## src/rtl/ifetch_pkg.sv

```systemverilog
// Shared definitions for the instruction fetch controller: FSM encoding,
// default widths and the bubble/NOP instruction word.
package ifetch_pkg;

  typedef enum logic [1:0] {
    StIdle  = 2'd0,
    StFetch = 2'd1,
    StLoad  = 2'd2
  } ifetch_state_e;

  localparam int unsigned ADDR_W_DEF = 8;
  localparam int unsigned DATA_W_DEF = 32;

  localparam logic [31:0] NOP = 32'h0000_0000;

endpackage

```

## src/rtl/ifetch_pc_gen.sv

```systemverilog
// PC register and next-PC selection for the instruction fetch controller.
// Priority while fetching: redirect > stall > increment. The PC returns to
// the reset value at reset and when a load session ends.
module ifetch_pc_gen
  import ifetch_pkg::*;
#(
  parameter int unsigned ADDR_W   = ADDR_W_DEF,
  parameter int unsigned RESET_PC = 0
) (
  input  logic                clk,
  input  logic                reset,
  input  ifetch_state_e       i_state,
  input  logic                i_run,
  input  logic                i_stall,
  input  logic                i_redirect,
  input  logic [ADDR_W-1:0]   i_redirect_addr,
  input  logic                i_load_req,
  output logic [ADDR_W-1:0]   o_pc
);

  localparam logic [ADDR_W-1:0] ResetPc = ADDR_W'(RESET_PC);

  logic [ADDR_W-1:0] r_pc;
  logic [ADDR_W-1:0] w_pc_next;

  // Next-PC mux; the increment wraps naturally at 2**ADDR_W.
  always_comb begin
    w_pc_next = r_pc;
    case (i_state)
      StLoad: begin
        if (!i_load_req) w_pc_next = ResetPc;
      end
      StFetch: begin
        if (i_run) begin
          if (i_redirect)    w_pc_next = i_redirect_addr;
          else if (!i_stall) w_pc_next = r_pc + ADDR_W'(1);
        end
      end
      default: ;
    endcase
  end

  // PC register with synchronous reset.
  always_ff @(posedge clk) begin
    if (reset) r_pc <= ResetPc;
    else       r_pc <= w_pc_next;
  end

  assign o_pc = r_pc;

endmodule

```

## src/rtl/instruction_fetch_controller.sv

```systemverilog
// Instruction fetch controller: shares the single instruction-memory port
// between the CPU fetch path and the program loader, sequences the PC and
// registers the fetched instruction with one cycle of latency.
// Optional feature macro: IFETCH_PERF_EN adds saturating FetchCount and
// StallCount performance counters.
module instruction_fetch_controller
  import ifetch_pkg::*;
#(
  parameter int unsigned ADDR_W   = ADDR_W_DEF,
  parameter int unsigned DATA_W   = DATA_W_DEF,
  parameter int unsigned RESET_PC = 0
) (
  input  logic              clk,
  input  logic              reset,
  input  logic              Run,
  input  logic              Stall,
  input  logic              Redirect,
  input  logic [ADDR_W-1:0] RedirectAddr,
  input  logic              LoadReq,
  input  logic [ADDR_W-1:0] LoadAddr,
  input  logic [DATA_W-1:0] LoadData,
  output logic              LoadGrant,
  output logic [ADDR_W-1:0] MemAddr,
  output logic              MemWrEn,
  output logic [DATA_W-1:0] MemWrData,
  input  logic [DATA_W-1:0] MemRdData,
  output logic [ADDR_W-1:0] PC,
  output logic [DATA_W-1:0] Instruction,
  output logic              InstrValid
`ifdef IFETCH_PERF_EN
  ,
  output logic [31:0]       FetchCount,
  output logic [31:0]       StallCount
`endif
);

  ifetch_state_e     r_state;
  logic [DATA_W-1:0] r_instr;
  logic              r_valid;
  logic [ADDR_W-1:0] w_pc;

  ifetch_pc_gen #(
    .ADDR_W   (ADDR_W),
    .RESET_PC (RESET_PC)
  ) u_pc_gen (
    .clk             (clk),
    .reset           (reset),
    .i_state         (r_state),
    .i_run           (Run),
    .i_stall         (Stall),
    .i_redirect      (Redirect),
    .i_redirect_addr (RedirectAddr),
    .i_load_req      (LoadReq),
    .o_pc            (w_pc)
  );

  // Port-ownership FSM plus registered instruction/valid.
  // Loader is only admitted from IDLE, so a fetch in flight is never interrupted.
  always_ff @(posedge clk) begin
    if (reset) begin
      r_state <= StIdle;
      r_instr <= DATA_W'(NOP);
      r_valid <= 1'b0;
    end else begin
      case (r_state)
        StIdle: begin
          if (LoadReq)  r_state <= StLoad;
          else if (Run) r_state <= StFetch;
        end
        StLoad: begin
          if (!LoadReq) r_state <= StIdle;
        end
        StFetch: begin
          if (!Run) begin
            r_state <= StIdle;
            r_valid <= 1'b0;
          end else if (Redirect) begin
            // One bubble; the stale instruction word is kept but marked invalid.
            r_valid <= 1'b0;
          end else if (!Stall) begin
            r_instr <= MemRdData;
            r_valid <= 1'b1;
          end
        end
        default: begin
          r_state <= StIdle;
          r_valid <= 1'b0;
        end
      endcase
    end
  end

  // Memory port mux: loader drives the port only while granted.
  always_comb begin
    LoadGrant = (r_state == StLoad);
    MemAddr   = LoadGrant ? LoadAddr : w_pc;
    MemWrEn   = LoadGrant & LoadReq;
    MemWrData = LoadData;
  end

  assign PC          = w_pc;
  assign Instruction = r_instr;
  assign InstrValid  = r_valid;

`ifdef IFETCH_PERF_EN
  logic [31:0] r_fetch_cnt;
  logic [31:0] r_stall_cnt;
  logic        w_fetch_evt;
  logic        w_stall_evt;

  assign w_fetch_evt = (r_state == StFetch) & Run & !Redirect & !Stall;
  assign w_stall_evt = (r_state == StFetch) & Stall & !Redirect;

  // Saturating performance counters.
  always_ff @(posedge clk) begin
    if (reset) begin
      r_fetch_cnt <= '0;
      r_stall_cnt <= '0;
    end else begin
      if (w_fetch_evt && r_fetch_cnt != 32'hFFFF_FFFF) r_fetch_cnt <= r_fetch_cnt + 32'd1;
      if (w_stall_evt && r_stall_cnt != 32'hFFFF_FFFF) r_stall_cnt <= r_stall_cnt + 32'd1;
    end
  end

  assign FetchCount = r_fetch_cnt;
  assign StallCount = r_stall_cnt;
`endif

endmodule
```

## config.mk

```make
export PLATFORM = sky130hd
export DESIGN_NAME = instruction_fetch_controller
export DESIGN_NICKNAME = d
export VERILOG_FILES = /design/src/rtl/ifetch_pkg.sv /design/src/rtl/ifetch_pc_gen.sv /design/src/rtl/instruction_fetch_controller.sv
export SDC_FILE = /design/constraint.sdc
export NUM_CORES = 1
export LEC_CHECK = 0
export BUFFER_PORTS_ARGS = -buffer_cell sky130_fd_sc_hd__clkbuf_2
export CAP_MARGIN = 20
export CORE_MARGIN = 2
export CORE_UTILIZATION = 42
export DETAILED_ROUTE_END_ITERATION = 16
export HOLD_SLACK_MARGIN = 0.05
export PLACE_DENSITY = 0.95
export REMOVE_ABC_BUFFERS = 1
export SLEW_MARGIN = 10
export SYNTH_ARGS = -nofsm -noshare
export SYNTH_HDL_FRONTEND = slang
export SYNTH_SLANG_ARGS = --single-unit
```

## constraint.sdc

```tcl
create_clock -name clk -period 2.74 [get_ports clk]
set_input_delay 0.137 -clock clk [delete_from_list [all_inputs] [get_ports clk]]
set_output_delay 0.137 -clock clk [all_outputs]
set_load 0.01 [all_outputs]
```

==> flow_summary_export.csv, run 1 <==
group,metric,value,unit
clock_network,cts_resized,0,
floorplan,rows,25,
floorplan,initial_utilization,0.443,
global_routing,antenna_found_initial,0,
global_routing,overflow,0,
global_routing,grt_pass1_vias,1779,
floorplan,die_area,5660,um2
critical_path,worstPathRequired,2.95,ns
timing,min_period,1.92,ns
yosys,syn-cell-area,2130,um2
critical_path,critPathCaptureType,"flop",
final_layout,fillerInstances,494,
route,dr.pass1.iters,4,
critical_path,r2r_start,"r_state[0]",
timing,min_period_over_period,0.702,
route,drtIter0Drc,59,
power_and_ir_drop,vdd_drop_max,0.000308,V
final_layout,syn_to_final_growth,16.8,%
yosys,synthFlopType,"dfxtp_1",
floorplan,pin_count,169,
global_routing,use_met2,0.286,
yosys,ys_seq_area_frac,0.404,
timing,fin_tns_setup,0,ns
clock_network,numCtsBuffers,5,
critical_path,slowest_stage,"nor3_4",
timing,worst_slew_pin_slew,0.834,ns
final_layout,nets,417,
route,avgRoutedWirePerCell,15.5,um
timing,maxSlewHeadroom,0.444,
power_and_ir_drop,p_per_area,456,nW/um2
critical_path,timing.critical_path.fanout_max,19,
place,dp_slack,0.848,ns
route,drtAntennaViolNets,0,
route,drc_errors,0,
global_routing,grt_usage,0.210,
clock_network,clk_pin_slew,0.09,ns
yosys,synthCells,263,
global_routing,use_met3,0.120,
timing,fin_skew,0.0129,ns
yosys,synth.area.top_cells,"dfxtp_1 (40%), nand2_1 (13%), buf_4 (11%), a21oi_1 (9.2%), buf_6 (3.2%)",
timing,report.final.hold_viol_count,0,
critical_path,critPathLaunch,"r_state[0]",
yosys,synth_cell_types,41,
clock_network,cts_tree,"yes",
place,dpl_cell_area,2410,um2
timing,max_clock_freq,520,MHz
critical_path,cp-start-kind,"flop",
final_layout,postLayoutCellArea,2490,um2
global_routing,grt-busiest-layer,"met2",
yosys,yosys-top-cells-count,"nand2_1 (71), dfxtp_1 (43), a21oi_1 (39)",
yosys,ys_ff_latch,43,
floorplan,die_x,75.3,um
place,dp_cells,390,
global_routing,grt_pass1_wl,8.67,mm
final_layout,finalNonFillerCells,398,
timing,whs,0.0600,ns
global_routing,grt_max_degree,29,
global_routing,grt_use_met1,0.281,
outcome,status,"finished, final reports clean",
run,drv_cap,0,
clock_network,htreeDepth,2,
yosys,ys_warn_count,0,
place,port_buffers,104,
final_layout,antenna_cells,0,
yosys,async_flop_share,0,
critical_path,cp_slowest_stage_delay,0.57,ns
route,routed_wl,6.16,mm
route,via_per_inst,5.02,
worst_hold_path,hp-class,"primary input to flop",
clock_network,clock_path_buffers,2,
clock_network,ctsHoldBuffers,0,
place,place_congestion,0.821,
critical_path,arrival,2.13,ns
timing,setup_viol,0,
place,hpwl,4.85,mm
clock_network,cts_num_sinks,43,
clock_network,root_buffer,"clkbuf_8",
critical_path,critPathTopFamily,"simple AND/OR/NAND/NOR gates",
floorplan,die_h,75.3,um
clock_network,clkLatencyLatePin,0.29,ns
floorplan,core-area,4820,um2
yosys,synth.top_cell.area_share,0.404,
worst_hold_path,hold_start,"MemRdData[30]",
yosys,avgSynthCellArea,8.11,um2
yosys,synth_top_area_cell,"dfxtp_1",
timing,fin_ws,0.817,ns
timing,slew_viol_final,0,
critical_path,path_cells,"nand3b_1 -> nor3_4 -> buf_4 -> nand2_1 -> a21oi_1",
route,dr_total_vias,1999,
critical_path,path_class,"flop to flop",
power_and_ir_drop,p_leak,1.09,nW
timing,rsz0062_at_grt,"false",
yosys,synth_edf_count,0,
yosys,synth.most_common_cell,"nand2_1",
final_layout,drive_above_1_share,0.378,
clock_network,post_cts_buffers,0,
critical_path,path_buf_inv,1,
[path summary, 6_finish.rpt]
path                           to  slack [ns]  cells past startpoint
setup / recovery  Instruction[25]        0.82                      5
hold / removal    Instruction[30]        0.06                      3
hold reg to reg    Instruction[3]        0.46                      2
setup reg to reg  Instruction[25]        0.82                      5
[metrics by stage]
stage	power [mW]	utilization
5_1_grt	1.19	0.517
6_report	1.14	0.517
3_5_place_dp	0.760	0.499
4_1_cts	1.15	0.517
3_3_place_gp	0.758	0.499
2_1_floorplan	0.688	-
[cell type report]
| type | instances | area, um2 | area share |
|---|---|---|---|
| clock buffer | 6 | 72.6 | 0.0291 |
| clock inverter | 2 | 12.5 | 0.00502 |
| inverter | 5 | 18.8 | 0.00753 |
| multi-input combinational | 168 | 900 | 0.361 |
| sequential | 43 | 861 | 0.346 |
| tap | 67 | 83.8 | 0.0337 |
| timing repair buffer | 107 | 543 | 0.218 |
[power by group]
group	switching (mW)	internal, mW
registers	0.00503	0.630
logic	0.0575	0.0534
clock network	0.212	0.178
total	0.274	0.862
[sequential cells by signal (all words and copies together), names as in the netlist]
register,count
u_pc_gen.o_pc,8
Instruction,32
r_state,2
InstrValid,1
[worst reg2reg max path, stage by stage, from the launching register on]
cell	delay (ns)
dfxtp_1	0.45
nand3b_1	0.24
nor3_4	0.57
buf_4	0.35
nand2_1	0.08
a21oi_1	0.16
[logic make-up (layout without fill, tap and decap cells)]
family          count (synthesis)  count (layout)  synth area share
mux                             6               6            0.0311
simple gates                  103             103             0.223
compound gates                 56              56             0.154
fa+ha+maj                       1               1           0.00587
flops                          43              43             0.404
xor+xnor                        2               2           0.00822
buf+inv                        52             120             0.174
[layer usage]
metal	vias to the layer above	routed length [um]
met1	899	2800
li1	985	-
met3	4	711
met2	109	2590
met5	-	34
met4	2	21
[cells in the final DEF, fill, tap and decap left out, types with 2 or more instances in the layout]
cell and count:
mux2_2 5, dfxtp_1 43, xor2_1 2, a32oi_1 2
nand2b_1 2, nor2_1 4, clkbuf_2 104, nor3_1 6
a21oi_1 39, buf_4 3, nor2b_1 2, o32ai_1 3
clkbuf_8 5, nand3b_1 2, nand2_1 71, inv_1 5
o21ai_0 5, nand3_1 4
(Power assumes the default switching activity.)
==> run 2, diff against run 1 <==
- CORE_UTILIZATION: 42 -> 36
- PLACE_DENSITY: 0.95 -> 0.88
- clock period: 2.74 -> 1.7 ns (I/O delays scaled with it)
==> flow_summary_export.csv, run 2 (same netlist as run 1, synthesis figures left out) <==
group,metric,value,unit
critical_path,path_class,"flop to output port",
worst_hold_path,hp-class,"primary input to flop",
place,dp_slack,0.130,ns
critical_path,r2r_slack,0.17,ns
critical_path,arrival,1.56,ns
clock_network,clk_pin_slew,0.08,ns
floorplan,initial_utilization,0.367,
final_layout,nets,453,
global_routing,overflow,0,
outcome,status,"finished, final reports clean",
timing,fin_ws,0.0597,ns
clock_network,numCtsBuffers,5,
critical_path,cp_slowest_stage_delay,0.36,ns
global_routing,antenna_found_initial,0,
power_and_ir_drop,vdd_drop_max,0.000549,V
place,dpl_cell_area,2460,um2
power_and_ir_drop,combinationalPowerShare,0.114,
final_layout,antenna_cells,0,
power_and_ir_drop,power.switching,465,uW
timing,max_clock_freq,610,MHz
timing,report.final.hold_viol_count,0,
power_and_ir_drop,intPower,1.74,mW
floorplan,pin_count,169,
timing,fin_skew,0.00803,ns
final_layout,postLayoutCellArea,2930,um2
critical_path,timing.critical_path.fanout_max,13,
final_layout,largest_reg_flops,32,
clock_network,cts_tree,"yes",
timing,maxSlewHeadroom,0.762,
critical_path,path_cells,"and2b_4 -> buf_8 -> mux2_2 -> clkbuf_2",
clock_network,cts_num_sinks,43,
critical_path,critPathCaptureType,"output port",
route,via_per_inst,4.95,
timing,whs,0.0689,ns
route,avgRoutedWirePerCell,15.8,um
final_layout,drive_above_1_share,0.357,
timing,setup_viol,0,
final_layout,layout_commonest_cell,"clkbuf_2",
clock_network,clock_path_buffers,2,
final_layout,layout_common_cells,"clkbuf_2 (104), nand2_1 (71), dfxtp_1 (42)",
power_and_ir_drop,p_per_area,755,nW/um2
timing,rsz0062_at_grt,"false",
critical_path,critPathLaunch,"r_state[0]",
global_routing,grt_usage,0.206,
timing,worst_slew_pin_slew,0.348,ns
critical_path,worstPathRequired,1.62,ns
critical_path,rr_endpoint,"u_pc_gen.o_pc[4]",
place,port_buffers,104,
floorplan,die_h,81.0,um
floorplan,die_x,81.0,um
run,drv_cap,0,
floorplan,core-area,5820,um2
power_and_ir_drop,p_leak,1.28,nW
power_and_ir_drop,p_sw_frac,0.210,
place,place_congestion,0.814,
critical_path,cp-endpoint,"MemAddr[7]",
timing,slew_viol_final,0,
route,dr.pass1.iters,4,
clock_network,clkLatencyLatePin,0.29,ns
power_and_ir_drop,p_seq_frac,0.463,
route,routed_wl,6.98,mm
clock_network,htreeDepth,2,
power_and_ir_drop,power.share.clock,0.422,
floorplan,rows,28,
timing,min_period_over_period,0.965,
global_routing,grt_pass1_wl,10.0,mm
clock_network,post_cts_buffers,0,
place,hpwl,4.83,mm
route,drc_errors,0,
route,drtAntennaViolNets,0,
floorplan,die_area,6550,um2
critical_path,cp-start-kind,"flop",
final_layout,final_util,0.503,
global_routing,grt_max_degree,33,
clock_network,root_buffer,"clkbuf_8",
critical_path,slowest_stage,"dfxtp_2",
critical_path,r2r_start,"r_state[1]",
global_routing,grt_pass1_vias,2023,
timing,min_period,1.64,ns
route,drtIter0Drc,106,
final_layout,syn_to_final_growth,37.3,%
route,dr_total_vias,2187,
critical_path,reg2reg_depth,5,
==> run 2: changes by cell type in the layout (fill, tap and decap cells not counted), sizes merged <==
cell,change
bufinv,+2
clkinvlp,-1
clkinv,-1
dlygate4sd3,+32
buf,+4
==> run 2: power by group through the flow <==
stage / sequential [mW] / combinational (mW) / clock (mW)
floorplan: 1.05 / 0.0602 / 0
global placement: 1.05 / 0.182 / 0
detailed placement: 1.05 / 0.185 / 0
CTS: 1.02 / 0.243 / 0.955
global route: 1.03 / 0.273 / 1.00
finish: 1.02 / 0.252 / 0.933
==> run 2: critical path, delay by kind of cell, from the launching register on <==
kind                   cells  cell delay [ns]
buffers and inverters      2             0.27
DFF                        1             0.36
muxes                      1             0.35
and+or+nand+nor            1             0.27
==> run 2: final cells by class <==
class	instances	area, um2
clock buffer	6	72.6
clock inverter	2	60.1
fill	535	2890
inverter	5	18.8
multi-input combinational	168	907
sequential	43	862
tap	75	93.8
timing repair buffer	143	913
==> run 2: how the worst min path moves through the flow <==
stage / cells past startpoint / from / end
6_report: 3 / RedirectAddr[7] / u_pc_gen.o_pc[7]
5_1_grt: 3 / RedirectAddr[7] / u_pc_gen.o_pc[7]
4_1_cts: 3 / RedirectAddr[7] / u_pc_gen.o_pc[7]
3_5_place_dp: 0 / LoadData[1] / MemWrData[1]
3_3_place_gp: 0 / LoadData[1] / MemWrData[1]
2_1_floorplan: 1 / reset / Instruction[0]
==> run 2: metal layers <==
layer | vias up | part of all wire | track usage
met4 | 2 | 0.0036 | 0.0322
li1 | 1055 | - | -
met2 | 126 | 0.41 | 0.307
met5 | - | 0.0056 | 0.0667
met1 | 998 | 0.45 | 0.258
met3 | 6 | 0.13 | 0.120
==> run 2: timing repair <==
item | 4_1_cts | 5_1_grt
hold buffers | 32 | 0
endpoints found under the hold margin | 32 | 0
endpoints found under the setup margin | 0 | 8
gates resized for setup | 0 | 4
==> run 2: per-stage QoR <==
stage,std cells,TNS [ns],power (mW)
2_1_floorplan,216,-0.00247,1.11
3_3_place_gp,402,0,1.23
3_5_place_dp,402,0,1.23
4_1_cts,442,0,2.22
5_1_grt,442,0,2.30
6_report,442,0,2.21
